==> src/rtl/gene_byte_unpacker_pkg.sv <==
// ----------------------------------------------------------------------------
// gene_byte_unpacker_pkg
// Shared definitions for the nucleotide pack/unpack path.
//   - CODE_A/C/G/T   : 2-bit nucleotide codes (A=00, C=01, G=10, T=11)
//   - ASCII_UP_*     : upper-case ASCII characters for each base
//   - ASCII_LO_*     : lower-case ASCII characters for each base
//   - state_t        : unpacker FSM states
//   - code2ascii()   : 2-bit code -> ASCII character
//   - ascii2code()   : ASCII character -> 2-bit code (packer direction)
// ----------------------------------------------------------------------------
package gene_byte_unpacker_pkg;

    localparam logic [1:0] CODE_A = 2'b00;
    localparam logic [1:0] CODE_C = 2'b01;
    localparam logic [1:0] CODE_G = 2'b10;
    localparam logic [1:0] CODE_T = 2'b11;

    localparam logic [7:0] ASCII_UP_A = 8'h41;
    localparam logic [7:0] ASCII_UP_C = 8'h43;
    localparam logic [7:0] ASCII_UP_G = 8'h47;
    localparam logic [7:0] ASCII_UP_T = 8'h54;

    localparam logic [7:0] ASCII_LO_A = 8'h61;
    localparam logic [7:0] ASCII_LO_C = 8'h63;
    localparam logic [7:0] ASCII_LO_G = 8'h67;
    localparam logic [7:0] ASCII_LO_T = 8'h74;

    // IDLE: no byte held; EMIT: a byte is held and bases remain to send
    typedef enum logic {
        ST_IDLE = 1'b0,
        ST_EMIT = 1'b1
    } state_t;

    // Map a 2-bit nucleotide code to its ASCII character
    function automatic logic [7:0] code2ascii(input logic [1:0] code, input logic lower);
        logic [7:0] ch;
        case (code)
            CODE_A:  ch = lower ? ASCII_LO_A : ASCII_UP_A;
            CODE_C:  ch = lower ? ASCII_LO_C : ASCII_UP_C;
            CODE_G:  ch = lower ? ASCII_LO_G : ASCII_UP_G;
            default: ch = lower ? ASCII_LO_T : ASCII_UP_T;
        endcase
        return ch;
    endfunction

    // Map an ASCII base (either case) back to its 2-bit code; unknown -> A
    function automatic logic [1:0] ascii2code(input logic [7:0] ch);
        logic [1:0] code;
        case (ch)
            ASCII_UP_C, ASCII_LO_C: code = CODE_C;
            ASCII_UP_G, ASCII_LO_G: code = CODE_G;
            ASCII_UP_T, ASCII_LO_T: code = CODE_T;
            default:                code = CODE_A;
        endcase
        return code;
    endfunction

endpackage

==> src/rtl/gene_byte_unpacker_code2ascii.sv <==
// ----------------------------------------------------------------------------
// gene_code2ascii
// Combinational 2-bit nucleotide code to 8-bit ASCII character map.
// Parameters:
//   LOWERCASE : 1 = 'a','c','g','t'; 0 = 'A','C','G','T'
// Ports:
//   i_code  [1:0] : nucleotide code
//   o_ascii [7:0] : ASCII character
// ----------------------------------------------------------------------------
module gene_code2ascii
    import gene_byte_unpacker_pkg::*;
#(
    parameter bit LOWERCASE = 1'b0
) (
    input  logic [1:0] i_code,
    output logic [7:0] o_ascii
);

    assign o_ascii = code2ascii(i_code, LOWERCASE);

endmodule

==> src/rtl/gene_byte_unpacker.sv <==
// ----------------------------------------------------------------------------
// gene_byte_unpacker
// Accepts one packed byte holding four 2-bit nucleotide codes and emits the
// corresponding ASCII bases one per clock, with valid/ready on both sides.
// A final byte of a frame may carry fewer than four bases.
// Parameters:
//   MSB_FIRST : 1 = first base in bits [7:6]; 0 = first base in bits [1:0]
//   LOWERCASE : 1 = lower-case ASCII output; 0 = upper-case
// Ports:
//   clk          : system clock, rising edge
//   rst_n        : asynchronous active-low reset
//   i_in_valid   : packed byte available
//   o_in_ready   : byte accepted this cycle
//   i_in_data    : four 2-bit codes
//   i_in_last    : byte is the final byte of a frame
//   i_in_nbases  : valid bases in a final byte (0 means 4)
//   o_out_valid  : ASCII base valid
//   i_out_ready  : sink accepts base
//   o_out_data   : ASCII base
//   o_out_last   : final base of frame
// ----------------------------------------------------------------------------
module gene_byte_unpacker
    import gene_byte_unpacker_pkg::*;
#(
    parameter bit MSB_FIRST = 1'b1,
    parameter bit LOWERCASE = 1'b0
) (
    input  logic       clk,
    input  logic       rst_n,
    input  logic       i_in_valid,
    output logic       o_in_ready,
    input  logic [7:0] i_in_data,
    input  logic       i_in_last,
    input  logic [1:0] i_in_nbases,
    output logic       o_out_valid,
    input  logic       i_out_ready,
    output logic [7:0] o_out_data,
    output logic       o_out_last
);

    state_t     r_state;
    logic [7:0] r_shiftReg;
    logic [2:0] r_remaining;
    logic       r_frameEnd;
    logic [7:0] r_outData;
    logic       r_outLast;

    state_t     w_nextState;
    logic [7:0] w_nextShift;
    logic [2:0] w_nextRemaining;
    logic       w_nextFrameEnd;
    logic [1:0] w_nextCode;
    logic [7:0] w_nextAscii;
    logic       w_inXfer;
    logic       w_outXfer;

    // Accepting while the last base leaves is what keeps the stream gap-free
    assign o_in_ready  = (r_state == ST_IDLE) || ((r_remaining == 3'd1) && i_out_ready);
    assign o_out_valid = (r_state == ST_EMIT);
    assign o_out_data  = r_outData;
    assign o_out_last  = r_outLast;

    assign w_inXfer  = i_in_valid && o_in_ready;
    assign w_outXfer = o_out_valid && i_out_ready;

    // Next-state logic. A new byte always wins: in EMIT it can only arrive
    // while the final base of the held byte is transferring.
    always_comb begin
        w_nextState     = r_state;
        w_nextShift     = r_shiftReg;
        w_nextRemaining = r_remaining;
        w_nextFrameEnd  = r_frameEnd;
        if (w_inXfer) begin
            w_nextState     = ST_EMIT;
            w_nextShift     = i_in_data;
            w_nextRemaining = (i_in_last && (i_in_nbases != 2'd0)) ? {1'b0, i_in_nbases} : 3'd4;
            w_nextFrameEnd  = i_in_last;
        end else if (w_outXfer) begin
            w_nextShift     = MSB_FIRST ? (r_shiftReg << 2) : (r_shiftReg >> 2);
            w_nextRemaining = r_remaining - 3'd1;
            if (r_remaining == 3'd1) begin
                w_nextState = ST_IDLE;
            end
        end
    end

    // The current base always sits at the MSB_FIRST-selected end of the register
    assign w_nextCode = MSB_FIRST ? w_nextShift[7:6] : w_nextShift[1:0];

    gene_code2ascii #(
        .LOWERCASE(LOWERCASE)
    ) u_code2ascii (
        .i_code (w_nextCode),
        .o_ascii(w_nextAscii)
    );

    // State and output registers; outputs read as zero whenever no byte is held
    always_ff @(posedge clk or negedge rst_n) begin
        if (!rst_n) begin
            r_state     <= ST_IDLE;
            r_shiftReg  <= 8'h00;
            r_remaining <= 3'd0;
            r_frameEnd  <= 1'b0;
            r_outData   <= 8'h00;
            r_outLast   <= 1'b0;
        end else begin
            r_state     <= w_nextState;
            r_shiftReg  <= w_nextShift;
            r_remaining <= w_nextRemaining;
            r_frameEnd  <= w_nextFrameEnd;
            r_outData   <= (w_nextState == ST_EMIT) ? w_nextAscii : 8'h00;
            r_outLast   <= (w_nextState == ST_EMIT) && w_nextFrameEnd && (w_nextRemaining == 3'd1);
        end
    end

endmodule

==> config.mk <==
export PLATFORM = sky130hd
export DESIGN_NAME = gene_byte_unpacker
export DESIGN_NICKNAME = d
export VERILOG_FILES = /design/src/rtl/gene_byte_unpacker_pkg.sv /design/src/rtl/gene_byte_unpacker_code2ascii.sv /design/src/rtl/gene_byte_unpacker.sv
export SDC_FILE = /design/constraint.sdc
export NUM_CORES = 1
export LEC_CHECK = 0
export ABC_CLOCK_PERIOD_IN_PS = 2100
export CORE_MARGIN = 3
export CORE_UTILIZATION = 41
export DETAILED_ROUTE_END_ITERATION = 8
export PLACE_DENSITY = 0.7
export SYNTH_ARGS = -nofsm -noshare
export SYNTH_HDL_FRONTEND = slang
export SYNTH_HIERARCHICAL = 1
export SYNTH_SLANG_ARGS = --single-unit
==> constraint.sdc <==
create_clock -name clk -period 2.1 [get_ports clk]
set_clock_uncertainty 0.05 [all_clocks]
set_input_delay 0.21 -clock clk [delete_from_list [all_inputs] [get_ports clk]]
set_output_delay 0.21 -clock clk [all_outputs]
set_load 0.005 [all_outputs]
==> summary.txt, run 1 <==
Synth
  – Sequential area share after synthesis: 47.0%
  – Dominant cells by area after synthesis: dfrtp_1 47%, mux2_4 7.7%, ha_1 5.3%
  – Yosys reg bits: 22
  – Cell taking the most area after synthesis: dfrtp_1
  – Yosys top cell area share: a little under half
  – Synth warn: 6
  – Post-Syn Area: approximately 1200 um^2
  – Number of library cell types mapped by synthesis: 29
  – Synth Instances: between 100 and 150
  – Syn_area_per_cell: 11.4 um^2

Setup path
  – CP Class: register to register
  – Worst reg2reg path depth: 10
  – Critical path required time: 2.25 ns
  – Slowest stage delay, CP: 0.42 ns
  – Setup crit start kind: register
  – Crit path max fanout: 3
  – Slowest CP cell: dfrtp_1
  – Critical-path cell list: inv_2 > ha_2 > and4b_4 > nor2_8 > mux2_4 > buf_4 > inv_1 > ha_1 > or2_1 > nor2b_1
  – Crit. End Element: register
  – Internal reg-to-reg setup slack: between 0.05 and 0.06 ns
  – CP arrival: between 2 and 2.5 ns

GRT
  – Initial antenna violation count: 0
  – Congestion Overflow GR: 0
  – Vias in the first global route: 942
  – GRT Resource Usage Total: 15.6%
  – Largest net degree at the start of global routing: 23
  – Global-route wire length before repair: 4.09 mm

Floorplanning
  – Die height: 59.5 um
  – Die Wd: 59.5 um
  – Row count: 18
  – Effective utilization at floorplan: 45.3%
  – Die area: 3540 um^2
  – Core footprint: 2590 um^2
  – Ports: 26

Clock tree
  – CTS sink cnt: 22
  – Clk root buf: clkbuf_4
  – CTS tree: done
  – Clk pin slew, worst setup/hold paths: approximately 0.13 ns
  – TritonCTS buffer count: 3
  – # H-tree levels: 1
  – Hold-fix buffers, CTS: 0
  – Clock buffer depth: 2
  – Worst-skew pair later-pin latency: 0.31 ns

Route
  – Via/cell ratio: between 4 and 5
  – Detailed Route Iter0 Violations: 45
  – Drt total wl: 2.49 mm
  – First drt pass iteration count: 4
  – Antenna viol nets, final: 0
  – Vias: 871
  – DRC viols: 0
  – Drt wl/cell: 14.1 um

Cells and area
  – Area delta synth->final: 37.7%
  – Nets: 167
  – Fin util: 62.3%
  – Non-filler cells, final: between 150 and 200
  – Diodes inserted: 0
  – Layout cells sized above 1: 26.0%
  – Fill count: 199
  – Fin area: 1610 um^2

Pwr
  – PnR Total Power: 1.83 mW
  – Worst vdd ir: 0.000693 V
  – Leakage: 0.773 nW
  – PwrDens: roughly 1100 nW/um^2

STA
  – Max-slew violations: 0
  – Worst-margin pin slew: 0.466 ns
  – Final Cycle Share: between 90% and 100%
  – Post-layout min period: 2.04 ns
  – Final number of hold-violating endpoints: 0
  – Final Setup Violations: 0
  – Final worst slack: 0.0586 ns
  – Max-slew headroom: 68.1%
  – Max Clk Rate: 490 MHz

Run
  – Max-cap violations: 0

Worst hold path
  – Hold Path Class: input port to async pin

Place
  – PortBufs: 25
  – Routability cong.: between 0.7 and 0.8
  – Placed Area: 1520 um^2
  – Pre-CTS setup slack: -0.209 ns
  – Hpwl dp: 1.75 mm
  – Post-placement cell count: 167

Run status
  – Status: finished clean
## cell usage in the layout, fill, tap and decap left out, types with 2 or more instances in the layout
master / instances
mux2i_1: 3
conb_1: 4
mux2_4: 6
nand2_1: 3
o21ai_0: 6
inv_1: 5
nor2b_1: 10
a31oi_1: 4
dfrtp_1: 22
nand3_1: 2
nand3b_1: 2
nor3_1: 4
a32o_1: 2
ha_1: 4
clkdlybuf4s50_1: 24
a21oi_1: 5
buf_4: 19
xnor2_1: 2
clkbuf_4: 3
## layer usage
| metal | vias up | part of all wire (%) | track usage (%) |
|---|---|---|---|
| li1 | 433 | - | - |
| met1 | 416 | 45 | 18.0 |
| met2 | 20 | 48 | 27.0 |
| met3 | 2 | 7.1 | 4.79 |
| met4 | 0 | 0.72 | 5.83 |
| met5 | - | 0 | 0 |
## report_power, final
group	internal, mW	total (mW)	switching (mW)
clock	0.193	0.330	0.137
sequential	0.564	0.636	0.0711
combinational	0.519	0.866	0.347
total	1.28	1.83	0.555
## cell type report
cell class              count  area [um^2]  share of cell area [%]
clock buffers               3         22.5                    1.40
inverters                   6         22.5                    1.40
well taps                  30         37.5                    2.33
clock inverters             1         30.0                    1.86
flip-flops and latches     22          551                    34.1
multi-input cells          70          556                    34.4
repair buffers             44          395                    24.5
## critical path: cells and delay by family, from the launching register on
kind                     cells  cell delay [ns]
adder cells (fa/ha/maj)      2             0.35
buffers and inverters        3             0.23
flip-flops                   1             0.42
multiplexers                 1             0.22
AND/OR/NAND/NOR              4             0.65
## final timing paths
path / start / to
setup / recovery: r_remaining[1] / o_out_data[2]
hold / removal: rst_n / r_shiftReg[0]
setup reg to reg: r_remaining[1] / o_out_data[2]
hold reg to reg: r_shiftReg[0] / r_shiftReg[0]
max in group asynchronous: rst_n / o_out_data[4]
min in group clk: i_in_data[5] / r_shiftReg[5]
## cell usage after synthesis, drive strengths merged
| master | number |
|---|---|
| a21oi | 6 |
| a31oi | 4 |
| a32o | 2 |
| and2 | 1 |
| and2b | 1 |
| and4b | 1 |
| buf | 7 |
| conb | 2 |
| dfrtp | 22 |
| ha | 5 |
| inv | 6 |
| mux2 | 6 |
| mux2i | 3 |
| nand2 | 4 |
| nand2b | 1 |
| nand3 | 2 |
| nand3b | 2 |
| nor2 | 1 |
| nor2b | 10 |
| nor3 | 4 |
| o21ai | 6 |
| o32a | 1 |
| o32ai | 1 |
| or2 | 2 |
| xnor2 | 2 |
| xor2 | 1 |
## through the flow
stage / setup TNS, ns / hold WS (ns)
after floorplan: 0 / -0.136
after detailed placement: -0.482 / 0.445
after global placement: -0.307 / 0.441
after global routing: -0.00740 / 0.184
final: 0 / 0.180
after CTS: 0 / 0.189
## registers in the layout, summed over array words and instances (netlist names)
| register | count |
|---|---|
| o_out_last | 1 |
| r_remaining | 3 |
| o_out_valid | 1 |
| o_out_data | 8 |
| r_frameEnd | 1 |
| r_shiftReg | 8 |
## kinds of logic (layout without fill, tap and decap cells)
family / count (synthesis) / after routing / synth area share, %
other: 2 / 4 / 0.641
buffers and inverters: 13 / 54 / 6.72
XOR/XNOR: 3 / 3 / 2.24
AND/OR/NAND/NOR: 29 / 29 / 16.3
multiplexers: 9 / 9 / 10.2
adder cells (fa/ha/maj): 5 / 5 / 5.34
flip-flops: 22 / 22 / 47.0
AO/OA/AOI/OAI: 20 / 20 / 11.5
## timing repair
item	4_1_cts	5_1_grt
endpoints found under the setup margin	1	3
pin swaps	0	2
setup buffers	1	4
gates resized for setup	1	3
(Power assumes the default switching activity.)
==> run 2: changes to the inputs <==
--- a/config.mk
+++ b/config.mk
@@ -14,3 +14,4 @@
 export SYNTH_HDL_FRONTEND = slang
 export SYNTH_HIERARCHICAL = 1
 export SYNTH_SLANG_ARGS = --single-unit
+export TNS_END_PERCENT = 1
==> summary.txt, run 2 (same netlist as run 1, synthesis figures left out) <==
Setup path
  – Internal reg-to-reg setup slack: 0.09 ns
  – CP arrival: about 2.2 ns
  – Critical path required time: 2.25 ns
  – Crit path max fanout: 3
  – Setup crit start kind: register
  – RR Startpoint: r_remaining[1]
  – Worst r2r dst: o_out_data[2]
  – Worst reg2reg path depth: 10
  – Crit. End Element: register
  – CP Class: register to register

Route
  – Top Layer Used: met4
  – DRC viols: 0
  – Detailed Route Iter0 Violations: 33
  – Antenna viol nets, final: 0
  – Routed wl met2: 1.23 mm
  – Met3 routed WL: between 150 and 200 um
  – Drt total wl: 2.51 mm
  – Via/cell ratio: 5.01
  – First drt pass iteration count: 4
  – Drt wl/cell: 14.4 um
  – Met1 WL: about 1.1 mm
  – Vias: between 800 and 900

Cells and area
  – Commonest non-fill, non-tap cell in the layout: clkdlybuf4s50_1
  – Layout cells sized above 1: 25.5%
  – Diodes inserted: 0
  – Area delta synth->final: 37.9%
  – Fin util: 62.4%
  – Nets: 166
  – Commonest non-fill, non-tap cells in the layout: 24 x clkdlybuf4s50_1, 22 x dfrtp_1, 18 x buf_4, 10 x nor2b_1
  – Fin area: 1620 um^2
  – Fill count: 201

GRT
  – Initial antenna violation count: 0
  – Vias in the first global route: 942
  – Congestion Overflow GR: 0
  – Largest net degree at the start of global routing: 23
  – GRT Resource Usage Total: 15.6%
  – Global-route wire length before repair: 4.09 mm

Clock tree
  – # H-tree levels: 1
  – TritonCTS buffer count: 3
  – CTS sink cnt: 22
  – Clk pin slew, worst setup/hold paths: 0.13 ns
  – Worst-skew pair later-pin latency: 0.31 ns
  – CTS tree: done
  – Clock buffer depth: 2
  – Clk root buf: clkbuf_4
  – Hold-fix buffers, CTS: 0

STA
  – Post-layout min period: 2.01 ns
  – Worst-margin pin slew: around 0.47 ns
  – RSZ-0062 raised after global routing: no
  – Max-slew violations: 0
  – Final Setup Violations: 0
  – Max-slew headroom: approximately 68%
  – Final number of hold-violating endpoints: 0
  – Max Clk Rate: 498 MHz
  – Final Cycle Share: 95.5%

Pwr
  – Leakage: 0.769 nW
  – Worst vdd ir: 0.000713 V
  – PwrDens: between 1000 and 1500 nW/um^2
  – PnR Total Power: 1.84 mW

Floorplanning
  – Ports: 26
  – Die area: between 3000 and 4000 um^2
  – Row count: 18
  – Die height: 59.5 um
  – Core footprint: 2590 um^2
  – Die Wd: between 50 and 60 um
  – Effective utilization at floorplan: 45.3%

Worst hold path
  – Hold Path Class: input port to async pin

Place
  – Hpwl dp: 1.75 mm
  – Placed Area: 1520 um^2
  – Routability cong.: 0.775
  – PortBufs: 25

Run status
  – Status: finished clean

Run
  – Max-cap violations: 0
-- run 2: where the power goes --
group / internal [mW] / switching, mW / leakage (nW)
combinational: 0.521 / 0.359 / 0.476
clock: 0.193 / 0.133 / 0.0279
sequential: 0.564 / 0.0740 / 0.265
-- run 2: cell type report --
class                           count  area [um^2]  share of cell area [%]
Timing Repair Buffer               43          388                    24.0
Clock inverter                      1         30.0                    1.86
Sequential cell                    22          551                    34.1
Multi-Input combinational cell     70          566                    35.0
Clock buffer                        3         22.5                    1.39
Tap cell                           30         37.5                    2.32
Inverter                            6         22.5                    1.39
-- run 2: worst max path at each step --
stage                         end  slack (ns)           start  cells past startpoint
finish              o_out_data[2]        0.09  r_remaining[1]                     10
global route        o_out_data[1]        0.02     o_out_valid                      8
CTS                    o_in_ready       0.004  r_remaining[1]                      6
detailed placement  o_out_data[2]       -0.21      i_in_valid                      9
global placement    o_out_data[2]       -0.15      i_in_valid                      7
floorplan           o_out_data[2]        0.02  r_remaining[0]                      7
-- run 2: critical path, cell delays in order, from the launching register on --
cell	delay, ns
dfrtp_1	0.42
inv_2	0.09
ha_4	0.13
and4b_4	0.28
nor2_8	0.06
mux2_4	0.22
buf_4	0.11
inv_1	0.05
ha_1	0.18
or2_1	0.19
nor2b_1	0.12
-- run 2: per-stage QoR --
step / hold slack [ns] / setup TNS, ns / setup WS [ns] / std cells
2_1_floorplan: -0.136 / 0 / 0.0219 / 105
3_3_place_gp: 0.441 / -0.307 / -0.151 / 167
3_5_place_dp: 0.445 / -0.482 / -0.209 / 167
4_1_cts: 0.189 / 0 / 0.00403 / 172
5_1_grt: 0.184 / 0 / 0.0165 / 175
6_report: 0.186 / 0 / 0.0938 / 175
-- run 2: metal layers --
| layer | vias to the layer above | global-route usage (%) |
|---|---|---|
| met2 | 20 | 27.0 |
| met4 | 0 | 5.83 |
| met5 | - | 0 |
| met1 | 424 | 18.0 |
| li1 | 431 | - |
| met3 | 2 | 4.79 |
-- run 2: timing repair --
item / 4_1_cts / 5_1_grt
setup endpoints to repair: 1 / 3
resized for setup: 1 / 4
buffers inserted: 1 / 3
pin swaps: 0 / 2
